--- config.mk ---
export PLATFORM = sky130hd
export DESIGN_NAME = flexpipe_stub_core_flat
export DESIGN_NICKNAME = d
export VERILOG_FILES = /design/src/rtl/flexpipe_pkg.sv /design/src/rtl/flexpipe_stub_core_if.sv /design/src/rtl/flexpipe_stub_channel.sv /design/src/rtl/flexpipe_stub_core.sv /design/src/flat_wrapper.sv
export SDC_FILE = /design/constraint.sdc
export NUM_CORES = 1
export LEC_CHECK = 0
export CAP_MARGIN = 10
export CORE_UTILIZATION = 48
export DETAILED_ROUTE_END_ITERATION = 8
export PLACE_DENSITY = 0.76
export SYNTH_ARGS = -nofsm -noshare
export SYNTH_HDL_FRONTEND = slang
export SYNTH_SLANG_ARGS = --single-unit
--- constraint.sdc ---
create_clock -name clk -period 2.4 [get_ports clk]
set_input_delay 0.36 -clock clk [delete_from_list [all_inputs] [get_ports clk]]
set_output_delay 0.36 -clock clk [all_outputs]
set_load 0.02 [all_outputs]
--- src/rtl/flexpipe_pkg.sv ---
// Shared types for the flexpipe compute-core stub: channel and buffer-flip
// state encodings plus the completed-job counter width.
package flexpipe_pkg;
  localparam int STUB_JOBS_W = 32;

  typedef enum logic {CH_IDLE, CH_RUN} ch_state_e;

  typedef enum logic [2:0] {F_IDLE, F_DRAIN, F_WAIT, F_ACK, F_HOLD} flip_state_e;
endpackage

--- src/rtl/flexpipe_stub_core_if.sv ---
// Job/flip handshake bundle between the harness (master) and the stub core (slave).
interface flexpipe_stub_core_if import flexpipe_pkg::*; #(
  parameter int NUM_CH = 2,
  parameter int CNT_W  = 16,
  parameter int CYC_W  = 64
);
  localparam int CH_W = (NUM_CH > 1) ? $clog2(NUM_CH) : 1;

  logic                   job_valid;
  logic                   job_ready;
  logic [CH_W-1:0]        job_ch;
  logic [CNT_W-1:0]       job_cycles;
  logic [NUM_CH-1:0]      busy;
  logic [NUM_CH-1:0]      done_pulse;
  logic [CYC_W-1:0]       compute_cycles_done;
  logic [STUB_JOBS_W-1:0] jobs_done;
  logic                   flip_req;
  logic                   flip_ack;

  modport master (
    output job_valid, job_ch, job_cycles, flip_req,
    input  job_ready, busy, done_pulse, compute_cycles_done, jobs_done, flip_ack
  );

  modport slave (
    input  job_valid, job_ch, job_cycles, flip_req,
    output job_ready, busy, done_pulse, compute_cycles_done, jobs_done, flip_ack
  );
endinterface

--- src/rtl/flexpipe_stub_channel.sv ---
// One stub compute channel: IDLE/RUN FSM that burns max(cycles,1) cycles per job.
module flexpipe_stub_channel import flexpipe_pkg::*; #(
  parameter int CNT_W = 16
) (
  input  logic             clk,
  input  logic             rst_n,
  input  logic             start,
  input  logic [CNT_W-1:0] cycles,
  output logic             busy,
  output logic             done_pulse
);
  ch_state_e        st;
  logic [CNT_W-1:0] cnt;

  always_ff @(posedge clk or negedge rst_n) begin
    if (!rst_n) begin
      st         <= CH_IDLE;
      cnt        <= '0;
      done_pulse <= 1'b0;
    end else begin
      done_pulse <= 1'b0;
      case (st)
        CH_IDLE: if (start) begin
          st  <= CH_RUN;
          cnt <= (cycles == '0) ? CNT_W'(1) : cycles;
        end
        CH_RUN: begin
          // done lands in the first idle cycle, i.e. as busy falls
          if (cnt == CNT_W'(1)) begin
            st         <= CH_IDLE;
            done_pulse <= 1'b1;
          end else begin
            cnt <= cnt - CNT_W'(1);
          end
        end
        default: st <= CH_IDLE;
      endcase
    end
  end

  assign busy = (st == CH_RUN);
endmodule

--- src/rtl/flexpipe_stub_core.sv ---
// Multi-channel compute-core stand-in: per-channel job timers, aggregate counters,
// and a drain-then-acknowledge buffer flip handshake.
module flexpipe_stub_core import flexpipe_pkg::*; #(
  parameter int NUM_CH  = 2,
  parameter int CNT_W   = 16,
  parameter int CYC_W   = 64,
  parameter int ACK_LAT = 2
) (
  input  logic               clk,
  input  logic               rst_n,
  flexpipe_stub_core_if.slave bus
);
  localparam int CH_W   = (NUM_CH > 1) ? $clog2(NUM_CH) : 1;
  localparam int WAIT_W = (ACK_LAT > 1) ? $clog2(ACK_LAT) : 1;

  logic [NUM_CH-1:0]      busy, done, start;
  logic                   ready_en, ch_idle_sel, job_ready, accept;
  logic [STUB_JOBS_W-1:0] done_cnt;
  logic [CYC_W-1:0]       cyc_cnt;
  logic [STUB_JOBS_W-1:0] jobs_cnt;
  flip_state_e            fstate;
  logic [WAIT_W-1:0]      wcnt;
  logic                   flip_ack;

  // Out-of-range channel codes match no channel, so they never look idle.
  always_comb begin
    ch_idle_sel = 1'b0;
    for (int i = 0; i < NUM_CH; i++)
      if (bus.job_ch == CH_W'(i)) ch_idle_sel = !busy[i];
  end

  assign job_ready = ready_en && ch_idle_sel && (fstate == F_IDLE) && !bus.flip_req;
  assign accept    = bus.job_valid && job_ready;

  always_comb begin
    start    = '0;
    done_cnt = '0;
    for (int i = 0; i < NUM_CH; i++) begin
      start[i] = accept && (bus.job_ch == CH_W'(i));
      done_cnt = done_cnt + STUB_JOBS_W'(done[i]);
    end
  end

  for (genvar g = 0; g < NUM_CH; g++) begin : g_ch
    flexpipe_stub_channel #(.CNT_W(CNT_W)) u_ch (
      .clk        (clk),
      .rst_n      (rst_n),
      .start      (start[g]),
      .cycles     (bus.job_cycles),
      .busy       (busy[g]),
      .done_pulse (done[g])
    );
  end

  // ready_en keeps job_ready low while reset is held and for the first cycle after.
  always_ff @(posedge clk or negedge rst_n) begin
    if (!rst_n) begin
      ready_en <= 1'b0;
      cyc_cnt  <= '0;
      jobs_cnt <= '0;
    end else begin
      ready_en <= 1'b1;
      if (|busy) cyc_cnt <= cyc_cnt + CYC_W'(1);
      jobs_cnt <= jobs_cnt + done_cnt;
    end
  end

  // Ack appears ACK_LAT cycles after the first DRAIN cycle that sees all channels idle.
  always_ff @(posedge clk or negedge rst_n) begin
    if (!rst_n) begin
      fstate   <= F_IDLE;
      wcnt     <= '0;
      flip_ack <= 1'b0;
    end else begin
      flip_ack <= 1'b0;
      case (fstate)
        F_IDLE: if (bus.flip_req) fstate <= F_DRAIN;
        F_DRAIN: begin
          if (!bus.flip_req) fstate <= F_IDLE;
          else if (busy == '0) begin
            wcnt <= WAIT_W'(ACK_LAT - 1);
            if (ACK_LAT == 1) begin
              fstate   <= F_ACK;
              flip_ack <= 1'b1;
            end else begin
              fstate <= F_WAIT;
            end
          end
        end
        F_WAIT: begin
          if (!bus.flip_req) fstate <= F_IDLE;
          else if (wcnt == WAIT_W'(1)) begin
            fstate   <= F_ACK;
            flip_ack <= 1'b1;
          end else begin
            wcnt <= wcnt - WAIT_W'(1);
          end
        end
        F_ACK:  fstate <= F_HOLD;
        F_HOLD: if (!bus.flip_req) fstate <= F_IDLE;
        default: fstate <= F_IDLE;
      endcase
    end
  end

  assign bus.job_ready           = job_ready;
  assign bus.busy                = busy;
  assign bus.done_pulse          = done;
  assign bus.compute_cycles_done = cyc_cnt;
  assign bus.jobs_done           = jobs_cnt;
  assign bus.flip_ack            = flip_ack;
endmodule

--- src/flat_wrapper.sv ---
// flat-port wrapper written by rule: the top's interface ports become plain ports
module flexpipe_stub_core_flat import flexpipe_pkg::*;
#(
  parameter int NUM_CH  = 2,
  parameter int CNT_W   = 16,
  parameter int CYC_W   = 64,
  parameter int ACK_LAT = 2
)
  (clk, rst_n, bus_job_valid, bus_job_ch, bus_job_cycles, bus_flip_req, bus_job_ready, bus_busy, bus_done_pulse, bus_compute_cycles_done, bus_jobs_done, bus_flip_ack);
  flexpipe_stub_core_if #(.NUM_CH(NUM_CH), .CNT_W(CNT_W), .CYC_W(CYC_W)) bus_i ();
  input  logic clk;
  input  logic rst_n;
  input wire logic [$bits(bus_i.job_valid)-1:0] bus_job_valid;
  input wire logic [$bits(bus_i.job_ch)-1:0] bus_job_ch;
  input wire logic [$bits(bus_i.job_cycles)-1:0] bus_job_cycles;
  input wire logic [$bits(bus_i.flip_req)-1:0] bus_flip_req;
  output wire logic [$bits(bus_i.job_ready)-1:0] bus_job_ready;
  output wire logic [$bits(bus_i.busy)-1:0] bus_busy;
  output wire logic [$bits(bus_i.done_pulse)-1:0] bus_done_pulse;
  output wire logic [$bits(bus_i.compute_cycles_done)-1:0] bus_compute_cycles_done;
  output wire logic [$bits(bus_i.jobs_done)-1:0] bus_jobs_done;
  output wire logic [$bits(bus_i.flip_ack)-1:0] bus_flip_ack;
  assign bus_i.job_valid = bus_job_valid;
  assign bus_i.job_ch = bus_job_ch;
  assign bus_i.job_cycles = bus_job_cycles;
  assign bus_i.flip_req = bus_flip_req;
  assign bus_job_ready = bus_i.job_ready;
  assign bus_busy = bus_i.busy;
  assign bus_done_pulse = bus_i.done_pulse;
  assign bus_compute_cycles_done = bus_i.compute_cycles_done;
  assign bus_jobs_done = bus_i.jobs_done;
  assign bus_flip_ack = bus_i.flip_ack;
  flexpipe_stub_core #(.NUM_CH(NUM_CH), .CNT_W(CNT_W), .CYC_W(CYC_W), .ACK_LAT(ACK_LAT)) u_core (.clk(clk), .rst_n(rst_n), .bus(bus_i));
endmodule
==> summary.md <==
| Metric | Value |
|---|---|
| Clock Path Buffers | `2` |
| Initial detailed-routing violation count | `about 570` |
| Final net count | `around 900` |
| Area grow syn2layout | `31.0%` |
| CTS buffer count | `17` |
| Total power | `between 0.005 and 0.006 W` |
| Crit-path max cell delay | `~640 ps` |
| Final Hold Violating Endpoints | `0` |
| Status | `completed` |
| Worst vdd ir | `about 480 µV` |
| Initial core utilization | `0.493` |
| Crit-path slowest cell | `or4_1` |
| F_max | `between 400 and 500 MHz` |
| Mean Syn Cell Area | `about 10 µm²` |
| DRC | `0` |
| WL final | `approximately 18000 µm` |
| Max layer used | `met4` |
| Yosys Warn Count | `0` |
| Tot GR Track Use | `0.237` |
| DR WL met3 | `between 700 and 800 µm` |
| Final WS setup | `97.1 ps` |
| Worst hold margin | `473 ps` |
| Wirelength per Cell | `16.7 µm` |
| Max-slew violations | `0` |
| Ys flop type | `dfrtp_1` |
| Asr flop ratio synth | `1.00` |
| Via density | `5.75` |
| Post-DP HPWL | `about 13000 µm` |
| Core footprint | `roughly 15000 µm²` |
| Finished Cell Area | `9390 µm²` |
| Switching power total | `about 0.0015 W` |
| Share of layout cells above drive strength 1 | `0.0989` |
| M1 WL | `slightly below 8000 µm` |
| Worst Path Buf+Inv | `0` |
| Remaining global-route overflow | `0` |
| Clk pwr share | `0.460` |
| Slew headroom | `0.609` |
| I/O Pins | `about 120` |
| Syn Nets | `~750` |
| Routed vias | `~6100` |
| Count of input and output buffers | `122` |
| Period minus WS final | `2300 ps` |
| CTS H-tree lvls | `4` |
| First-pass DRT Iterations | `5` |
| Final setup fails | `0` |
| Sequential-to-total area share from yosys stat | `0.482` |
| Final Skew | `9.30 ps` |
| Crit-path leading delay family | `simple AND/OR/NAND/NOR gates` |
| Post-CTS Setup Inserts | `0` |
| Dpl cells | `between 1000 and 1500` |
| Row count | `44` |
| HP Class | `reg2reg` |
| Comb power frac | `0.096` |
| Pwr dens | `between 600 and 700 nW/µm²` |
| Sequential power share | `0.444` |
| CTS tree | `done` |
| CTS clk-pin slew, worst paths | `~60 ps` |
| Yosys cell types | `61` |
| Startpoint Class | `register` |
| Vias in the first global route | `5941` |
| Worst path required time | `~2800 ps` |
| P_int | `0.00438 W` |
| DR WL met2 | `around 8900 µm` |
| Finished Layout Cells | `~1100` |
| Switching part of the total | `0.257` |
| Crit-path max FO | `4` |
| CP Cell Sequence | `nand2_1 > or4_1 > or3_1 > nor4_4 > xor2_1` |
| Kind of critical path | `reg2reg` |
| Max-cap violations | `0` |
| Pin count of the biggest net entering global routing | `between 60 and 70` |
| Die X | `between 100 and 150 µm` |
| First-pass GRT wire length | `29600 µm` |
| CTS sink cnt | `about 140` |
| Period utilization | `0.960` |
| Die ar. | `about 15000 µm²` |
| Dpl ws | `-22.8 ps` |
| Slew @ Worst Pin | `a little under 600 ps` |
| Flops & latches, synth | `between 100 and 150` |
| Critical Path End Type | `register` |
| Die height | `between 100 and 150 µm` |
| Post-synth EDFFs | `0` |
| Ant diodes | `0` |
| Worst skew pair latency | `about 420 ps` |
| Final ANT Viol Nets | `0` |
| Initial antenna violation count | `0` |
| Worst path arrival time | `~2700 ps` |
| Routability cong. | `around 0.86` |
| Netlist Area Pre-Place | `between 7000 and 8000 µm²` |
| CTS Root Cell | `clkbuf_16` |
| Leakage power | `just over 4 nW` |
| Placed instance area | `~8700 µm²` |
| Cells after Synth | `about 720` |
[per-layer routing]
metal / global-route usage / vias to the layer above
met5: 0 / -
met4: 0.0659 / 0
met3: 0.0466 / 19
met2: 0.399 / 169
met1: 0.310 / 3056
li1: - / 2874
[power groups by stage]
| stage | logic (W) | clock network, W | registers, W |
|---|---|---|---|
| after floorplan | 0.000370 | 0 | 0.00261 |
| after global placement | 0.000537 | 0 | 0.00263 |
| after detailed placement | 0.000566 | 0 | 0.00265 |
| after CTS | 0.000566 | 0.00274 | 0.00261 |
| after global routing | 0.000639 | 0.00285 | 0.00264 |
| final | 0.000568 | 0.00271 | 0.00262 |
[state kept, by name (all words and copies together), names as in the netlist]
| signal | cells |
|---|---|
| u_core.bus.compute_cycles_done | 64 |
| u_core.bus.flip_ack | 1 |
| u_core.bus.jobs_done | 32 |
| u_core.fstate | 3 |
| u_core.g_ch.u_ch.busy | 2 |
| u_core.g_ch.u_ch.cnt | 32 |
| u_core.g_ch.u_ch.done_pulse | 2 |
| u_core.ready_en | 1 |
| u_core.wcnt | 1 |
[synthesized netlist by cell type, drive strengths merged (2+ instances only)]
cell | number | area, µm²
dfrtp | 138 | 3450
nand2 | 61 | 229
xnor2 | 57 | 499
xor2 | 46 | 403
nand3 | 44 | 220
nor2 | 40 | 153
nor3 | 34 | 185
a211oi | 31 | 233
nand4 | 25 | 163
inv | 24 | 90.1
nor4 | 21 | 159
clkbuf | 18 | 67.6
a21oi | 17 | 85.1
and3 | 17 | 106
nor2b | 17 | 106
and2 | 14 | 87.6
or3 | 14 | 87.6
a31oi | 9 | 56.3
and4 | 9 | 78.8
buf | 9 | 63.8
ha | 8 | 100
or2 | 6 | 37.5
or4 | 6 | 48.8
mux2i | 5 | 50.1
nor3b | 5 | 37.5
nand2b | 4 | 25.0
nand3b | 3 | 22.5
nand4b | 3 | 26.3
o22ai | 3 | 18.8
a32oi | 2 | 17.5
and4b | 2 | 20.0
nor4b | 2 | 17.5
o21a | 2 | 15.0
o311ai | 2 | 17.5
o31a | 2 | 17.5
o31ai | 2 | 15.0
[kinds of logic (layout without fill, tap and decap cells)]
family          Yosys count  in the layout  synth area share
simple gates            329            329             0.255
flops                   138            138             0.482
xor+xnor                103            103             0.126
compound gates           82             82            0.0805
buf+inv                  51            212            0.0309
fa+ha+maj                 9              9            0.0168
mux                       6              6           0.00855
other cells               1              1          0.000523
[path summary, 6_finish.rpt]
| check | end | slack [ps] | cells past startpoint | startpoint |
|---|---|---|---|---|
| worst max-delay path | u_core.bus.compute_cycles_done[58]$_DFFE_PN0N_ | 100 | 5 | u_core.bus.compute_cycles_done[40]$_DFFE_PN0N_ |
| worst min-delay path | u_core.bus.jobs_done[31]$_DFF_PN0_ | 470 | 1 | u_core.bus.jobs_done[31]$_DFF_PN0_ |
| worst max register to register | u_core.bus.compute_cycles_done[58]$_DFFE_PN0N_ | 100 | 5 | u_core.bus.compute_cycles_done[40]$_DFFE_PN0N_ |
| worst min register to register | u_core.bus.jobs_done[31]$_DFF_PN0_ | 470 | 1 | u_core.bus.jobs_done[31]$_DFF_PN0_ |
| max in group asynchronous | u_core.bus.jobs_done[7]$_DFF_PN0_ | 1250 | 3 | rst_n |
| min in group asynchronous | u_core.bus.jobs_done[19]$_DFF_PN0_ | 500 | 2 | rst_n |
[cell type report]
| type | instances | area [µm²] |
|---|---|---|
| Clock buffer | 19 | 443 |
| Clock inverter | 13 | 169 |
| Fill cell | 1184 | 5140 |
| Inverter | 24 | 90.1 |
| Multi-Input combinational cell | 530 | 3510 |
| Sequential cell | 138 | 3450 |
| Tap cell | 184 | 230 |
| Timing Repair Buffer | 156 | 1500 |
[cells in the final DEF, fill, tap and decap left out, types with 4 or more instances in the layout]
master,n
buf_4,30
or3_1,14
nor2_1,38
ha_1,8
or2_2,6
nor3b_1,5
a31oi_1,9
nand3_1,44
a211oi_1,31
nor4_1,17
clkdlybuf4s50_1,120
and3_1,17
a21oi_1,17
xor2_1,46
dfrtp_1,138
or4_1,5
and2_1,14
clkbuf_16,17
nand4_1,24
nand2b_1,4
xnor2_1,57
nor2b_1,16
nand2_1,61
clkinvlp_4,4
and4_1,9
nor3_1,31
inv_1,24
mux2i_1,5
[through the flow]
stage,utilization,setup TNS [ps]
6_report,0.646,0
4_1_cts,0.645,0
3_3_place_gp,0.602,-33.0
5_1_grt,0.646,-7.92
3_5_place_dp,0.602,-22.8
2_1_floorplan,-,0
[timing repair]
action                     CTS  global route
setup endpoints to repair    1             4
pin swaps                    0             3
hold endpoints to repair    57             0
hold buffers                 1             0
gates resized for setup      1             6
No activity file was read; power rests on OpenSTA's default activity.
